File: config.mk
export PLATFORM = sky130hd
export DESIGN_NAME = phase_check_scheduler
export DESIGN_NICKNAME = d
export VERILOG_FILES = /design/src/rtl/phase_check_scheduler.sv
export SDC_FILE = /design/constraint.sdc
export NUM_CORES = 1
export LEC_CHECK = 0
export BUFFER_PORTS_ARGS = -buffer_cell sky130_fd_sc_hd__buf_2
export CAP_MARGIN = 20
export CELL_PAD_IN_SITES_DETAIL_PLACEMENT = 2
export CELL_PAD_IN_SITES_GLOBAL_PLACEMENT = 2
export CORE_MARGIN = 3
export CORE_UTILIZATION = 35
export DETAILED_ROUTE_END_ITERATION = 8
export GPL_TIMING_DRIVEN = 0
export PLACE_DENSITY_LB_ADDON = 0.1
export RECOVER_POWER = 25
export SLEW_MARGIN = 0
export SYNTH_ARGS = -nofsm -noshare
export SYNTH_HDL_FRONTEND = slang
export SYNTH_SLANG_ARGS = --single-unit
File: constraint.sdc
create_clock -name clk -period 2.23 [get_ports clk]
set_input_delay 0.223 -clock clk [delete_from_list [all_inputs] [get_ports clk]]
set_output_delay 0.223 -clock clk [all_outputs]
set_load 0.1 [all_outputs]
File: src/rtl/phase_check_scheduler.sv
// phase_check_scheduler
// Sequences one shared phase_shift_check instance across the PLL outputs:
// for each channel it waits for PLL lock, holds the checker in reset for
// SETTLE cycles, then measures for WINDOW cycles, recording sticky failures.
// A loss of lock during settle/measure discards the channel's partial
// result and retries the same channel.
//
// Optional feature: define PHASE_CHECK_TIMEOUT_EN to bound WAIT_LOCK to
// LOCK_TIMEOUT cycles; an expired channel is flagged in timeout and result.
//
// Ports:
//   clk        in   clock, rising edge
//   rst        in   asynchronous active-high reset
//   LOCKED     in   PLL lock indication
//   start      in   single-cycle sweep request (honoured in IDLE/DONE only)
//   check_fail in   fail flag from the shared checker
//   chk_rst    out  checker reset (low only while measuring)
//   chk_sel    out  channel index steering the checker input mux
//   busy       out  sweep in progress
//   done       out  sweep complete, results valid
//   result     out  per-channel fail bits
//   any_fail   out  OR of result
//   timeout    out  per-channel lock-timeout bits
module phase_check_scheduler #(
  parameter int unsigned CHANNELS     = 6,
  parameter int unsigned SETTLE       = 4,
  parameter int unsigned WINDOW       = 1000,
  parameter int unsigned LOCK_TIMEOUT = 10000
) (
  input  logic                clk,
  input  logic                rst,
  input  logic                LOCKED,
  input  logic                start,
  input  logic                check_fail,
  output logic                chk_rst,
  output logic [2:0]          chk_sel,
  output logic                busy,
  output logic                done,
  output logic [CHANNELS-1:0] result,
  output logic                any_fail,
  output logic [CHANNELS-1:0] timeout
);

  localparam int unsigned MAX_SW  = (SETTLE > WINDOW) ? SETTLE : WINDOW;
  localparam int unsigned MAX_ALL = (MAX_SW > LOCK_TIMEOUT) ? MAX_SW : LOCK_TIMEOUT;
  localparam int unsigned CNT_W   = $clog2(MAX_ALL + 1);

  // Counter load values: the counter runs down to zero, so N cycles load N-1.
  localparam logic [CNT_W-1:0] SETTLE_LD = CNT_W'(SETTLE - 1);
  localparam logic [CNT_W-1:0] WINDOW_LD = CNT_W'(WINDOW - 1);
  localparam logic [CNT_W-1:0] LOCK_LD   = CNT_W'(LOCK_TIMEOUT - 1);
  localparam logic [2:0]       LAST_SEL  = 3'(CHANNELS - 1);

  typedef enum logic [2:0] {
    S_IDLE      = 3'd0,
    S_WAIT_LOCK = 3'd1,
    S_RESET_CHK = 3'd2,
    S_MEASURE   = 3'd3,
    S_DONE      = 3'd4
  } state_t;

  state_t              r_state;
  state_t              w_state_nxt;
  logic [CNT_W-1:0]    r_cnt;
  logic [CNT_W-1:0]    w_cnt_nxt;
  logic [2:0]          r_sel;
  logic [2:0]          w_sel_nxt;
  logic [CHANNELS-1:0] r_result;
  logic [CHANNELS-1:0] w_result_nxt;
  logic                r_pfail;
  logic                w_pfail_nxt;
  logic [CHANNELS-1:0] w_sel_mask;
  logic                w_last;
`ifdef PHASE_CHECK_TIMEOUT_EN
  logic [CHANNELS-1:0] r_timeout;
  logic [CHANNELS-1:0] w_timeout_nxt;
`endif

  assign w_sel_mask = CHANNELS'(1) << r_sel;
  assign w_last     = (r_sel == LAST_SEL);

  // State register
  always_ff @(posedge clk or posedge rst) begin
    if (rst) begin
      r_state <= S_IDLE;
    end else begin
      r_state <= w_state_nxt;
    end
  end

  // Datapath registers (counter, channel index, results)
  always_ff @(posedge clk or posedge rst) begin
    if (rst) begin
      r_cnt    <= '0;
      r_sel    <= '0;
      r_result <= '0;
      r_pfail  <= 1'b0;
    end else begin
      r_cnt    <= w_cnt_nxt;
      r_sel    <= w_sel_nxt;
      r_result <= w_result_nxt;
      r_pfail  <= w_pfail_nxt;
    end
  end

`ifdef PHASE_CHECK_TIMEOUT_EN
  always_ff @(posedge clk or posedge rst) begin
    if (rst) begin
      r_timeout <= '0;
    end else begin
      r_timeout <= w_timeout_nxt;
    end
  end
`endif

  // Next-state and datapath update; the counter is reloaded on every state entry
  always_comb begin
    w_state_nxt  = r_state;
    w_cnt_nxt    = r_cnt;
    w_sel_nxt    = r_sel;
    w_result_nxt = r_result;
    w_pfail_nxt  = r_pfail;
`ifdef PHASE_CHECK_TIMEOUT_EN
    w_timeout_nxt = r_timeout;
`endif
    case (r_state)
      S_IDLE, S_DONE: begin
        if (start) begin
          w_state_nxt  = S_WAIT_LOCK;
          w_cnt_nxt    = LOCK_LD;
          w_sel_nxt    = '0;
          w_result_nxt = '0;
          w_pfail_nxt  = 1'b0;
`ifdef PHASE_CHECK_TIMEOUT_EN
          w_timeout_nxt = '0;
`endif
        end
      end
      S_WAIT_LOCK: begin
        if (LOCKED) begin
          w_state_nxt = S_RESET_CHK;
          w_cnt_nxt   = SETTLE_LD;
          w_pfail_nxt = 1'b0;
`ifdef PHASE_CHECK_TIMEOUT_EN
        end else if (r_cnt == '0) begin
          // Lock never arrived: flag the channel and move on
          w_timeout_nxt = r_timeout | w_sel_mask;
          w_result_nxt  = r_result | w_sel_mask;
          if (w_last) begin
            w_state_nxt = S_DONE;
            w_cnt_nxt   = '0;
          end else begin
            w_state_nxt = S_WAIT_LOCK;
            w_cnt_nxt   = LOCK_LD;
            w_sel_nxt   = 3'(r_sel + 3'd1);
          end
        end else begin
          w_cnt_nxt = r_cnt - CNT_W'(1);
`endif
        end
      end
      S_RESET_CHK: begin
        if (!LOCKED) begin
          w_state_nxt = S_WAIT_LOCK;
          w_cnt_nxt   = LOCK_LD;
        end else if (r_cnt == '0) begin
          w_state_nxt = S_MEASURE;
          w_cnt_nxt   = WINDOW_LD;
          w_pfail_nxt = 1'b0;
        end else begin
          w_cnt_nxt = r_cnt - CNT_W'(1);
        end
      end
      S_MEASURE: begin
        if (!LOCKED) begin
          // Lock lost: drop the partial fail and retry this channel
          w_state_nxt = S_WAIT_LOCK;
          w_cnt_nxt   = LOCK_LD;
          w_pfail_nxt = 1'b0;
        end else if (r_cnt == '0) begin
          // Last window cycle: commit including this cycle's check_fail
          if (r_pfail || check_fail) begin
            w_result_nxt = r_result | w_sel_mask;
          end
          w_pfail_nxt = 1'b0;
          if (w_last) begin
            w_state_nxt = S_DONE;
            w_cnt_nxt   = '0;
          end else begin
            w_state_nxt = S_WAIT_LOCK;
            w_cnt_nxt   = LOCK_LD;
            w_sel_nxt   = 3'(r_sel + 3'd1);
          end
        end else begin
          w_cnt_nxt   = r_cnt - CNT_W'(1);
          w_pfail_nxt = r_pfail | check_fail;
        end
      end
      default: begin
        w_state_nxt = S_IDLE;
        w_cnt_nxt   = '0;
      end
    endcase
  end

  // Moore output decode from the state register
  always_comb begin
    busy    = 1'b1;
    done    = 1'b0;
    chk_rst = 1'b1;
    case (r_state)
      S_IDLE:    busy = 1'b0;
      S_DONE: begin
        busy = 1'b0;
        done = 1'b1;
      end
      S_MEASURE: chk_rst = 1'b0;
      default:   ;
    endcase
  end

  assign chk_sel  = r_sel;
  assign result   = r_result;
  assign any_fail = |r_result;
`ifdef PHASE_CHECK_TIMEOUT_EN
  assign timeout  = r_timeout;
`else
  assign timeout  = '0;
`endif

endmodule

# ---- Word-level counts from Yosys, hierarchy flattened
# Cells that the tools add are included.
dict set report totals {
  word_cells 73
  in_bits 5
  regBits 27
  out_inout_bits 19
}
dict set report op_classes {
  shift 1
  bitwise 2
  n_mux 36
  add_sub_neg 2
  reduce_logical 12
  eq_ne 15
}
# operator count
set op_table {}
lappend op_table {{$mux W14} 7}
lappend op_table {{$pmux W14 S4} 1}
lappend op_table {{$mux W3} 11}
lappend op_table {{$mux W6} 4}
lappend op_table {{$reduce_and A5 Y1} 3}
lappend op_table {{$logic_not A14 Y1} 1}
lappend op_table {{$ne A2 B2 Y1 const B} 7}
lappend op_table {{$sub A14 B1 Y14 const B} 1}
lappend op_table {{$pmux W3 S4} 1}
lappend op_table {{$pmux W6 S2} 1}
lappend op_table {{$mux W1} 9}
lappend op_table {{$eq A3 B2 Y1 const B} 2}
lappend op_table {{$eq A3 B3 Y1 const B} 2}
lappend op_table {{$ne A3 B3 Y1 const B} 2}
lappend op_table {{$or A6 B6 Y6} 1}
lappend op_table {{$pmux W3 S2} 1}
lappend op_table {{$reduce_or A6 Y1} 1}
lappend op_table {{$shl A1 B3 Y6 const A} 1}
lappend op_table {{$pmux W1 S4} 1}
lappend op_table {{$reduce_and A4 Y1} 1}
lappend op_table {{$reduce_bool A4 Y1} 1}
lappend op_table {{$add A3 B1 Y3 const B} 1}
lappend op_table {{$eq A3 B1 Y1 const B} 1}
lappend op_table {{$logic_not A3 Y1} 1}
lappend op_table {{other kinds (6)} 6}

# ---- Depth between registers and ports, before layout
dict set report logic_depth {
  ltp_word 6
  depth_mapped 9
  mapped_depth_nobuf 7
}

# ---- Worst setup path after synthesis
# No wires, ideal clock.
dict set report synth_timing {
  path_type {flip-flop to output port}
  start {register r_state[1]}
  end {output done}
  stages_incl_launch_ff 4
  required_ps 2007
  arrival_ps 2426
  path_slack_ps -419
  n_path_buf 1
  path_cell_list {dfrtp_1 clkbuf_1 or2_2 nor2_1}
}
dict set report synth_between {
  elab_chain_len 2
}
# item line
set synth_lines {}
lappend synth_lines {{from (decl)} 62} ;# state_t r_state;
lappend synth_lines {{from (signal assigned)} 87} ;# r_state <= w_state_nxt;
lappend synth_lines {{$eq A3 B3 Y1} 211} ;# case (r_state)
lappend synth_lines {{$mux W1} 211}
lappend synth_lines {{to (decl)} 38} ;# output logic done,
# Every way passes these cells.

# ---- Final worst setup path
dict set report layout_timing {
  start {register r_cnt[0]}
  end {register r_cnt[9]}
}
dict set report layout_between {
  elab_chain_len 4
  word_cells_on_any_way 7
  cone_classes {1 x add/sub; 5 x mux; 1 x reduce/logical}
}
# item line
set layout_lines {}
lappend layout_lines {{from (decl)} 64} ;# logic [CNT_W-1:0] r_cnt;
lappend layout_lines {{from (signal assigned)} 99} ;# r_cnt <= w_cnt_nxt;
lappend layout_lines {{$sub A14 B1 Y14 / $logic_not A14 Y1 (equally long branches)} --}
lappend layout_lines {{$mux W14 (on tied branches)} {180, 166}}
lappend layout_lines {{$mux W14 (on tied branches)} {175, 163}}
lappend layout_lines {{$pmux W14 S4 (*)} 126} ;# case (r_state)
# Every way passes the cells marked *; elsewhere a longest branch is shown, timed or not.
# A chain may end at the register's enable or synchronous reset.

==> flow_metrics.py <==
metrics = {
    "outcome": {
        "status": "finished with violations",
        "violations": "negative hold slack",
    },
    "synthesis": {
        "synth-main-ff-cell": "dfrtp_1",
        "synth_area_leaders": "dfrtp_1 37%, o21ai_0 4.9%, ha_1 4.8%",
        "yosysTopAreaCellShare_pct": 36.7,
        "synthTopCellsByCount": "27 x dfrtp_1, 22 x nor2_1, 18 x o21ai_0, 14 x a21oi_1, 13 x nand2_1",
        "synthesis.area_mm2": 0.00184,
        "yosys.cell_count.top_type": "dfrtp_1",
        "synth_cell_types": 57,
        "yosys_warnings": 0,
        "async_flop_share_pct": 100,
        "avgSynthCellArea_um2": 8.89,
        "ys_seq_area_share_pct": 36.7,
        "synth-seq-cells": 27,
        "synth-edff-count": 0,
        "yosysTopAreaCell": "dfrtp_1",
        "netlist_instances": 207,
    },
    "sta": {
        "finClkSkew_ns": 0.00223,
        "final-setup-viol-count": 0,
        "final.period_utilization_pct": 96.4,
        "fmax_mhz": 465,
        "period_needed_ns": 2.15,
        "drv_slew": 0,
        "finalHoldViolCount": 13,
        "tightest_slew_ns": 0.839,
        "whs_ns": -0.0324,
        "relSlewSlack_pct": 44.1,
        "rsz0062_at_grt": "true",
    },
    "global_routing": {
        "grt_max_degree": 28,
        "grt_usage_pct": 21.2,
        "grt_pass1_vias": 1976,
        "grt.overflow.total": 0,
        "antenna_found_initial": 0,
        "grt_pass1_wl_mm": 10.4,
    },
    "pwr": {
        "finalPower_mw": 2.23,
        "power_density_mw_per_mm2": 1020,
        "clkPwrFrac_pct": 13.6,
        "peakVddDrop_v": 0.000492,
        "switching_share_pct": 49.2,
        "cellInternalPower_mw": 1.13,
        "combPwrFrac_pct": 53.7,
        "leakage_nw": 1.00,
        "power.share.sequential_pct": 32.6,
        "p_switching_mw": 1.10,
    },
    "critical_path": {
        "path_cells": "inv_2 -> ha_2 -> nor4b_4 -> nand4_2 -> o21ai_4 -> a21oi_1 -> or3_1",
        "endpoint_kind": "register",
        "cp.required_ns": 2.40,
        "slowest_stage": "dfrtp_2",
        "path_buf_inv": 1,
        "crit_cells": 7,
        "ff2ff_path_depth": 7,
        "timing.rr.end": "r_cnt[9]",
        "slowest_delay_ns": 0.42,
        "r2r-start": "r_cnt[0]",
        "critPathKind": "reg2reg",
        "critPathMaxFanout": 10,
        "reg2reg_slack_ns": 0.08,
        "worst_setup_path_start_kind": "register",
        "path_delay_family": "simple AND/OR/NAND/NOR gates",
        "critPathArrivalTime_ns": 2.32,
    },
    "layout": {
        "seq_area_um2": 681,
        "fin_nets": 255,
        "antenna_cells": 0,
        "area_growth_pct": 18.4,
        "multi_input_area_mm2": 0.00107,
        "stdcell_count": 309,
        "fill_cells": 572,
        "drive_gt1_share_pct": 26.0,
    },
    "clock_tree": {
        "cts_root_buf": "clkbuf_8",
        "path_clk_slew_ns": 0.11,
        "cts_tree": "built",
        "htreeDepth": 1,
        "worstSkewPairLatency_ns": 0.28,
        "cts.path.max_buffers": 2,
        "cts_made_buffers": 3,
        "cts.sinks": 27,
        "ctsHoldBuffers": 0,
    },
    "route": {
        "drtIter0Drc": 35,
        "vias": 1752,
        "drt-total-wl_mm": 6.26,
        "drcViolationCount": 0,
        "routed_via_density": 5.67,
        "first_pass_iters": 4,
        "wire_per_inst_um": 20.2,
        "detail-route-antenna-nets": 0,
    },
    "floorplanning": {
        "die_h_um": 78.5,
        "io_pins": 24,
        "fp.dieW_um": 78.5,
        "core_mm2": 0.00491,
        "row_count": 25,
        "die_area_mm2": 0.00616,
        "start_util_pct": 37.5,
    },
    "placed_design": {
        "place_congestion": 0.800,
        "portBuffers": 17,
        "dpl.cell_count": 296,
        "hpwl_mm": 4.61,
    },
    "min_path": {
        "worstHoldPathType": "in2async",
    },
    "job": {
        "drv_cap": 0,
    },
}
[sequential cells by signal, indices dropped and copies added, names as in the netlist]
signal and flops:
chk_sel 3, r_cnt 14, r_pfail 1, r_state 3
result 6
[metal layers]
layer	part of all wire, %	routed length (µm)	GRT usage, %	up-vias
met4	0.69	43	2.97	0
met1	46	2900	28.7	895
met3	2.8	178	2.87	7
met2	50	3130	36.7	32
li1	-	-	-	818
met5	0	0	0	-
[how the worst max path moves through the flow]
stage | slack, ns | from | endpoint
after global placement | 0.03 | r_cnt[0] | r_cnt[9]
after detailed placement | -0.11 | r_cnt[0] | r_cnt[9]
after floorplan | 0.02 | chk_sel[2] | r_cnt[9]
after global routing | -0.04 | r_cnt[1] | r_cnt[9]
after CTS | -0.01 | r_cnt[1] | r_cnt[9]
final | 0.08 | r_cnt[0] | r_cnt[9]
[placed cells by master (no fill, tap or decap), drive strengths merged, types with 7 or more instances in the layout]
cell type  instances
o21ai             21
nand2             13
clkbuf            10
a31oi              8
inv               10
buf               36
nor2              23
a21oi             14
ha                 7
dfrtp             27
[cells by family after synthesis]
kind of cell / synth area share [%]
compound gates: 22.8
xor+xnor: 0.476
fa+ha+maj: 4.76
buf+inv: 7.48
flops: 36.7
mux: 0.544
other cells: 0.204
simple gates: 27.0
[power by group through the flow]
stage	logic, mW	clock network [mW]	registers, mW
finish	1.20	0.304	0.726
detailed placement	1.07	0	0.750
floorplan	0.814	0	0.715
global route	1.31	0.335	0.744
global placement	1.01	0	0.737
CTS	1.10	0.316	0.730
[repair_timing]
action	CTS	global route
endpoints found under the hold margin	0	0
pin swaps	0	2
resized for setup	3	8
setup endpoints to repair	8	23
buffers inserted	1	8
[stage by stage]
step                      setup WS, ns  area [µm²]  util [%]  TNS, ns
after floorplan                 0.0241        1860         -        0
after global placement          0.0278        2030      41.4        0
after detailed placement        -0.112        2030      41.4   -0.488
after CTS                      -0.0106        2100      42.7  -0.0106
after global routing           -0.0427        2180      44.4   -0.189
final                           0.0802        2180      44.4        0
[worst reg2reg max path, delay by kind of cell (launching register included)]
family                     cells  cell delay [ns]
and+or+nand+nor                3             0.97
DFF                            1             0.42
AOI/OAI and AO/OA              2             0.39
adders and majority gates      1             0.18
buffers and inverters          1             0.08
[layout make-up]
cell class                      instances  area share, %
Clock inverter                          1          0.230
Multi-Input combinational cell        158           49.3
Tap cell                               67           3.85
Buffer                                 16           4.65
Timing Repair Buffer                   27           7.18
Clock buffer                            3           1.89
Sequential cell                        27           31.2
Inverter                               10           1.72
(Power assumes the default switching activity.)
